$ cat src/rtl/cls_pkg.sv
// cls_pkg: shared types and constants for the lockstep vote handler.
package cls_pkg;

    localparam int CLS_CMP_WIDTH = 104;

    localparam logic [1:0] CLS_ST_RUN   = 2'd0;
    localparam logic [1:0] CLS_ST_RESET = 2'd1;
    localparam logic [1:0] CLS_ST_FATAL = 2'd2;

    typedef enum logic [1:0] {
        CLS_RUN   = CLS_ST_RUN,
        CLS_RESET = CLS_ST_RESET,
        CLS_FATAL = CLS_ST_FATAL
    } cls_state_e;

endpackage

$ cat src/rtl/cls_majority.sv
// cls_majority: bitwise TMR majority (or DMR channel 0) and per-channel disagree flags.
module cls_majority #(
    parameter int N_CH  = 3,
    parameter int WIDTH = 104
) (
    input  logic [N_CH*WIDTH-1:0] ch_i,
    output logic [WIDTH-1:0]      voted_o,
    output logic [N_CH-1:0]       disagree_o
);

    if (N_CH == 3) begin : g_tmr
        assign voted_o = (ch_i[0+:WIDTH] & ch_i[WIDTH+:WIDTH])
                       | (ch_i[0+:WIDTH] & ch_i[2*WIDTH+:WIDTH])
                       | (ch_i[WIDTH+:WIDTH] & ch_i[2*WIDTH+:WIDTH]);
    end else begin : g_dmr
        assign voted_o = ch_i[0+:WIDTH];
    end

    for (genvar k = 0; k < N_CH; k++) begin : g_dis
        assign disagree_o[k] = |(ch_i[k*WIDTH+:WIDTH] ^ voted_o);
    end

endmodule

$ cat src/rtl/cls_vote_handler.sv
// cls_vote_handler: lockstep compare, error bookkeeping and core reset/fatal sequencing.
module cls_vote_handler
    import cls_pkg::*;
#(
    parameter int N_CH       = 3,
    parameter int WIDTH      = CLS_CMP_WIDTH,
    parameter int MAX_RETRY  = 3,
    parameter int RST_CYCLES = 8
) (
    input  logic                           clk_i,
    input  logic                           rst_ni,
    input  logic [N_CH*WIDTH-1:0]          ch_i,
    input  logic                           cmp_en_i,
    input  logic                           clear_i,
    output logic [WIDTH-1:0]               voted_o,
    output logic                           mismatch_o,
    output logic [N_CH-1:0]                fault_ch_o,
    output logic [15:0]                    err_cnt_o,
    output logic [$clog2(MAX_RETRY+1)-1:0] retry_cnt_o,
    output logic                           core_rst_no,
    output logic                           fatal_o,
    output logic [1:0]                     state_o
);

    localparam int RW = $clog2(MAX_RETRY + 1);
    localparam int CW = $clog2(RST_CYCLES);

    logic [N_CH-1:0] dis;
    logic [1:0]      n_dis;
    logic            corr, uncorr;
    cls_state_e      state_q, state_d;
    logic [CW-1:0]   rcnt_q, rcnt_d;
    logic            mism_q, mism_d, crst_q, crst_d;
    logic [N_CH-1:0] fault_q, fault_d;
    logic [15:0]     err_q, err_d;
    logic [RW-1:0]   retry_q, retry_d;

    cls_majority #(.N_CH(N_CH), .WIDTH(WIDTH)) u_maj (
        .ch_i      (ch_i),
        .voted_o   (voted_o),
        .disagree_o(dis)
    );

    always_comb begin
        n_dis = '0;
        for (int k = 0; k < N_CH; k++) n_dis = n_dis + {1'b0, dis[k]};
    end

    // A lone dissenter is only maskable with three channels; DMR cannot tell who is right.
    assign corr   = (N_CH == 3) && (n_dis == 2'd1);
    assign uncorr = (n_dis != 2'd0) && !corr;

    always_comb begin
        state_d = state_q;
        rcnt_d  = rcnt_q;
        mism_d  = 1'b0;
        fault_d = clear_i ? '0 : fault_q;
        err_d   = clear_i ? '0 : err_q;
        retry_d = clear_i ? '0 : retry_q;
        case (state_q)
            CLS_RUN: begin
                if (cmp_en_i && (corr || uncorr)) begin
                    mism_d = 1'b1;
                    err_d  = (err_d == 16'hFFFF) ? err_d : err_d + 16'd1;
                end
                if (cmp_en_i && corr) fault_d = fault_d | dis;
                if (cmp_en_i && uncorr) begin
                    if (retry_d < RW'(MAX_RETRY)) begin
                        retry_d = retry_d + 1'b1;
                        state_d = CLS_RESET;
                        rcnt_d  = '0;
                    end else begin
                        state_d = CLS_FATAL;
                    end
                end
            end
            CLS_RESET: begin
                state_d = (rcnt_q == CW'(RST_CYCLES - 1)) ? CLS_RUN : CLS_RESET;
                rcnt_d  = rcnt_q + 1'b1;
            end
            CLS_FATAL: begin
                state_d = clear_i ? CLS_RESET : CLS_FATAL;
                rcnt_d  = '0;
            end
            default: state_d = CLS_FATAL;
        endcase
        crst_d = (state_d == CLS_RUN);
    end

    always_ff @(posedge clk_i or negedge rst_ni) begin
        if (!rst_ni) begin
            state_q <= CLS_RUN;
            rcnt_q  <= '0;
            mism_q  <= 1'b0;
            crst_q  <= 1'b0;
            fault_q <= '0;
            err_q   <= '0;
            retry_q <= '0;
        end else begin
            state_q <= state_d;
            rcnt_q  <= rcnt_d;
            mism_q  <= mism_d;
            crst_q  <= crst_d;
            fault_q <= fault_d;
            err_q   <= err_d;
            retry_q <= retry_d;
        end
    end

    assign mismatch_o  = mism_q;
    assign fault_ch_o  = fault_q;
    assign err_cnt_o   = err_q;
    assign retry_cnt_o = retry_q;
    assign core_rst_no = crst_q;
    assign fatal_o     = (state_q == CLS_FATAL);
    assign state_o     = state_q;

endmodule

$ cat config.mk
export PLATFORM = sky130hd
export DESIGN_NAME = cls_vote_handler
export DESIGN_NICKNAME = d
export VERILOG_FILES = /design/src/rtl/cls_pkg.sv /design/src/rtl/cls_majority.sv /design/src/rtl/cls_vote_handler.sv
export SDC_FILE = /design/constraint.sdc
export NUM_CORES = 1
export LEC_CHECK = 0
export BUFFER_PORTS_ARGS = -buffer_cell sky130_fd_sc_hd__buf_2
export CAP_MARGIN = 20
export CORE_AREA = 8 8 166 168
export DETAILED_ROUTE_END_ITERATION = 10
export DIE_AREA = 0 0 174 176
export SLEW_MARGIN = 0
export SYNTH_ARGS = -nofsm -noshare
export SYNTH_HDL_FRONTEND = slang
export SYNTH_SLANG_ARGS = --single-unit
$ cat constraint.sdc
create_clock -name clk_i -period 2.3 [get_ports clk_i]
set_input_delay 0.345 -clock clk_i [delete_from_list [all_inputs] [get_ports clk_i]]
set_output_delay 0.345 -clock clk_i [all_outputs]
set_load 0.005 [all_outputs]
======== Word level (Yosys, flattened, before mapping) ========
Cells that the tools add are included.
word-level totals
  flip-flop bits (word level) ............. 28
  output and inout port bits .............. 130
  word-level logic and storage cells ...... 64
  bits of input ports ..................... 316
cells by class
  $lt $le $gt $ge ......................... 1
  eq/ne operators ......................... 7
  add/subtract/negate cells ............... 5
  reductions and logical operators ........ 14
  mux-type cells .......................... 21
  bitwise gates (word level) .............. 9
operators with widths
  kind                   count
  $and 104x104->104      3
  $reduce_or 104->1      3
  $xor 104x104->104      3
  $or 104x104->104       2
  $mux 16                4
  $add 16x1->16 const B  1
  $eq 16x16->1 const B   1
  $mux 3                 5
  $mux 2                 7
  $pmux 3 s3             1
  $pmux 2 s3             1
  $eq 2x1->1 const B     2
  $logic_and 1x1->1      4
  $logic_not 2->1        2
  $ne 2x2->1 const B     2
  $add 3x1->3 const B    1
  $eq 3x3->1 const B     1
  $mux 1                 3
  $or 3x3->3             1
  $reduce_and 3->1       1
  $reduce_bool 3->1      1
  $add 1x1->2            1
  $add 2x1->2            1
  $add 2x1->2 const B    1
  5 further kinds        5

======== Logic depth before layout (Yosys ltp) ========
  depth after elaboration ................. 14
  mapped depth ............................ 14
  depth with buffers taken out ............ 13

======== Modules after synthesis ========
A second synthesis with hierarchy kept.
unflattened totals
  cell total of the unflattened synthesis .. 1,179
  area total of the unflattened synthesis .. 8,280.4 um^2
modules (own cells, without submodules)
  module            area each (um^2)  times used  cells an instance
  cls_majority      6,842.8           1           1,046
  cls_vote_handler  1,437.6           1           133

======== Worst setup path after synthesis ========
OpenSTA, ideal clock, no wires.
  kind .................................... in2reg
  start point ............................. input port ch_i[289]
  end point ............................... register err_q[8], in the netlist err_cnt_o[8]
  cell stages on the path ................. 14
  path slack .............................. -1.098 ns
  arrival time ............................ 3.319 ns
  data required time ...................... 2.221 ns
  cell sequence ........................... nor2b_1 a2111oi_1 nand4_1 or4_1 nor4_2 nand3_1 fa_1 nor2_1 nor2_1 o31a_1 clkbuf_1 nand2_1 nor2_1 mux2i_1
on the way
  cells in the longest elaborated chain, start to end .. 14
RTL lines
  what                  RTL line                 text
  start, declared       cls_vote_handler.sv:12   input logic [N_CH*WIDTH-1:0] ch_i,
  $and 104x104->104     cls_majority.sv:13       | (ch_i[0+:WIDTH] & ch_i[2*WIDTH+:WIDTH])
  $or 104x104->104      cls_majority.sv:13
  $or 104x104->104      cls_majority.sv:14       | (ch_i[WIDTH+:WIDTH] & ch_i[2*WIDTH+:WIDTH]);
  $xor 104x104->104     cls_majority.sv:20       assign disagree_o[k] = |(ch_i[k*WIDTH+:WIDTH] ^ voted_o);
  $reduce_or 104->1     cls_majority.sv:20
  $add 1x1->2           cls_vote_handler.sv:46   for (int k = 0; k < N_CH; k++) n_dis = n_dis + {1'b0, dis[k]};
  $add 2x1->2 *         cls_vote_handler.sv:46
  $eq 2x1->1            cls_vote_handler.sv:50   assign corr = (N_CH == 3) && (n_dis == 2'd1);
  $logic_not 1->1       cls_vote_handler.sv:51   assign uncorr = (n_dis != 2'd0) && !corr;
  $logic_and 1x1->1     cls_vote_handler.sv:51
  $logic_or 1x1->1 *    cls_vote_handler.sv:62   if (cmp_en_i && (corr || uncorr)) begin
  $logic_and 1x1->1 *   cls_vote_handler.sv:62
  $mux 16 *             cls_vote_handler.sv:62
  $mux 16 *             cls_vote_handler.sv:60   case (state_q)
  via err_d[8]          cls_vote_handler.sv:35   logic [15:0] err_q, err_d;
  end signal, assigned  cls_vote_handler.sv:105  err_q <= err_d;
  end, declared         cls_vote_handler.sv:35
The timed path passes the listed nets; every way through them passes the cells marked *.
A chain may end at the register's enable or synchronous reset.

======== Worst setup path after layout ========
  start point ............................. input port ch_i[180]
  end point ............................... register err_q[11], in the netlist err_cnt_o[11]
on the way
  cells in the longest elaborated chain, start to end .. 14
RTL lines
  what                 RTL line                text
  $and 104x104->104    cls_majority.sv:12      assign voted_o = (ch_i[0+:WIDTH] & ch_i[WIDTH+:WIDTH])
  $or 104x104->104     cls_majority.sv:13
  $or 104x104->104     cls_majority.sv:14
  $xor 104x104->104    cls_majority.sv:20
  $reduce_or 104->1    cls_majority.sv:20
  $add 1x1->2          cls_vote_handler.sv:46
  $add 2x1->2 *        cls_vote_handler.sv:46
  $eq 2x1->1           cls_vote_handler.sv:50
  $logic_not 1->1      cls_vote_handler.sv:51
  $logic_and 1x1->1    cls_vote_handler.sv:51
  $logic_or 1x1->1 *   cls_vote_handler.sv:62
  $logic_and 1x1->1 *  cls_vote_handler.sv:62
  $mux 16 *            cls_vote_handler.sv:62
  $mux 16 *            cls_vote_handler.sv:60
  via err_d[11]        cls_vote_handler.sv:35
Marked as above.

==> summary.txt <==
Die
  – Die Ht: ~180 µm
  – I/O pins: 446
  – Die area: between 30000 and 40000 µm²
  – Rows: a little under 60
  – Core footprint: about 25000 µm²
  – Initial Utilization: about a third
  – Die Span X: ~170 µm

Power and ir drop
  – Maximum VDD drop: just over 0.5 mV
  – Pwr dens: 271.8 nW/µm²
  – LEAKAGE: just over 7 nW

CTS
  – Clk Latency, worst-skew pair: ~0.27 ns
  – CTS buffer count: 3
  – CTS tree: yes
  – Longest Clk Path Bufs: 2
  – Root buf cell: clkbuf_16
  – Hold buffers post-CTS: 0
  – CTS H-Tree Depth: 1
  – Clock-pin slew on the worst setup and hold paths: approximately 0.070 ns
  – Sink Count: 28

STA
  – Slew headroom: 55.65%
  – Post-Route Skew: 0.005386 ns
  – Peak Freq: 283.0 MHz
  – Post-route clock period utilization: 153.7%
  – RSZ-0062 raised after global routing: yes
  – Hold Violations, Final: 0
  – Worst Tran Pin Value: approximately 0.66 ns
  – Final setup violation count: 28
  – Fin. max-slew vios: 0
  – Hold_ws: ~0.10 ns
  – Min Tclk post-route: around 3.5 ns
  – Final WS setup: -1.234 ns

Yosys
  – Post-synth EDFFs: 0
  – Dominant cells by area after synthesis: nand3b_1 9.6%, nor2_1 9.6%, dfrtp_1 8.6%
  – Sequential area share after synthesis: under 10%
  – Yosys warns: 0
  – Synth top area share: roughly a tenth
  – Main flop type after synthesis: dfrtp_1
  – Post-synth ARST share: 100.0%
  – Syn nets: roughly 1500
  – Most frequent cell after synthesis: nor2_1
  – Synth area leader: nand3b_1
  – Mapped Cells: approximately 1200
  – Netlist cell types: 56
  – Avg Cell Area, Syn: between 6 and 7 µm²
  – Most instantiated cells after synthesis: 209 x nor2_1, 105 x nand3b_1, 100 x a21oi_1, 86 x o21a_1, 85 x nor3b_1
  – Flops & latches, synth: 28
  – Synthesized area: ~8200 µm²

Detailed routing
  – Antenna Nets Post-Route: 0
  – Via count: between 10000 and 15000
  – WL final: around 50000 µm
  – DR vias/cell: between 5 and 6
  – DRC Markers: 0
  – Avg WL per Cell: 20.60 µm
  – Drt first pass iters: 5
  – Initial DRC count: about 850

Global route
  – Total Routing Usage GR: just over 30%
  – Largest net degree at the start of global routing: 29
  – GRT overflow: 0
  – Vias in the first global route: 12980
  – First-pass GRT wire length: ~74000 µm
  – Initial antenna violation count: 12

Setup path
  – Max incr delay on CP: about 0.56 ns
  – Worst EP arrival: between 3 and 4 ns
  – Worst Path Required: about 2.5 ns
  – CP bufs+invs: 2
  – Cell repeated most along the worst path: nor4_4
  – Max Fanout on Critical Path: 4
  – Kind of launch point of the worst setup path: primary input
  – Slowest CP cell: or4_4
  – Crit. End Element: flip-flop
  – Crit-path cells: buf_6, and3b_2, a2111oi_4, buf_4, nand4_1, or4_4, nor4_4, nand3_1, fa_1, nor2_2, nor4_4, nand3_2, or3_1, a21oi_2
  – Critical path's top delay family: simple AND/OR/NAND/NOR gates
  – Setup Crit Path Kind: primary input to flip-flop

Finish
  – Fin area: 14660 µm²
  – # fillers: 2465
  – Non-Filler Instances: about 2400
  – Share of layout cells above drive strength 1: between 40% and 50%
  – Layout net count: about 2400
  – Syn-to-layout area delta: 79.26%

Outcome
  – Status: finished, violations left
  – Failing checks: setup timing

Flow run
  – Max cap viols: 0

Place
  – Pre-CTS setup slack: -2.046 ns
  – DPL Wire Length: about 44000 µm
  – PortBufs: between 400 and 500
  – Post-place instance area: 14130 µm²
  – Placed Instances: ~2400
  – Gpl congestion: ~0.95

Worst hold path
  – Worst Hold Class: primary input to async pin
[final cells by class]
cell class / instances / area, µm² / area share (%)
antenna: 13 / 32.53 / 0.2220
timing repair buffer: 888 / 5642 / 38.50
sequential: 28 / 700.7 / 4.781
inverter: 25 / 93.84 / 0.6403
tap: 330 / 412.9 / 2.817
multi-input combinational: 1146 / 7669 / 52.33
clock buffer: 3 / 75.07 / 0.5123
clock inverter: 1 / 30.03 / 0.2049
[routing by layer]
metal	vias to the layer above	share of wire (%)	global-route usage, %
met1	6403	41	37.13
met2	532	48	55.22
li1	6484	-	-
met3	86	7.1	4.657
met5	-	0.028	0
met4	2	3.4	9.512
[report_power, final]
group | leakage, nW | switching, mW | internal [mW]
Clock | 0.0512 | 0.176 | 0.347
Sequential | 0.379 | 0.0589 | 0.555
Combinational | 6.65 | 1.40 | 1.45
Total | 7.08 | 1.63 | 2.35
[path summary, 6_finish.rpt]
check | start | to | depth (start not counted) | slack (ns)
worst min register to register | fault_ch_o[1]$_DFF_PN0_ | fault_ch_o[1]$_DFF_PN0_ | 1 | 0.49
worst max-delay path | ch_i[180] | err_cnt_o[11]$_DFF_PN0_ | 14 | -1.23
min in group clk_i | clear_i | retry_cnt_o[1]$_DFF_PN0_ | 2 | 0.31
worst min-delay path | rst_ni | err_cnt_o[7]$_DFF_PN0_ | 1 | 0.10
max in group asynchronous | rst_ni | state_o[1]$_DFF_PN0_ | 1 | 1.76
worst max register to register | err_cnt_o[0]$_DFF_PN0_ | err_cnt_o[6]$_DFF_PN0_ | 9 | 0.17
[kinds of logic (layout without fill, tap and decap cells)]
logic type	after synthesis	count (layout)	share of synthesized area [%]
buf+inv	28	917	1.286
mux	12	12	1.485
flops	28	28	8.571
xor+xnor	12	12	1.286
fa+ha+maj	13	13	1.806
compound gates	323	323	25.21
simple gates	786	786	60.36
other cells	0	13	0
[through the flow]
step,TNS (ns),util [%],total power [mW]
after detailed placement,-47.75,56.92,3.334
after global routing,-30.74,59.03,4.235
final,-27.94,59.05,3.983
after global placement,-46.22,56.92,3.285
after CTS,-27.45,58.44,3.931
after floorplan,-16.32,-,1.537
[registers in the layout, indices dropped and copies added (netlist names)]
name,count
core_rst_no,1
fault_ch_o,3
rcnt_q,3
retry_cnt_o,2
state_o,2
mismatch_o,1
err_cnt_o,16
[what timing repair did]
action | in CTS | in global routing
pin swaps | 16 | 13
setup endpoints to repair | 28 | 28
hold endpoints to repair | 0 | 0
resized for setup | 44 | 24
buffers inserted | 4 | 1
[placed cells by master (no fill, tap or decap), drive strengths merged, types with 45 or more instances in the layout]
cell type and instances:
o21ai 45, nand4 54, buf 888, nor2 209, nor4 57, nand3b 105
a21oi 100, or3b 81, nor3b 85, and3b 64, o21a 86
Power figures use the tool's default switching activity.
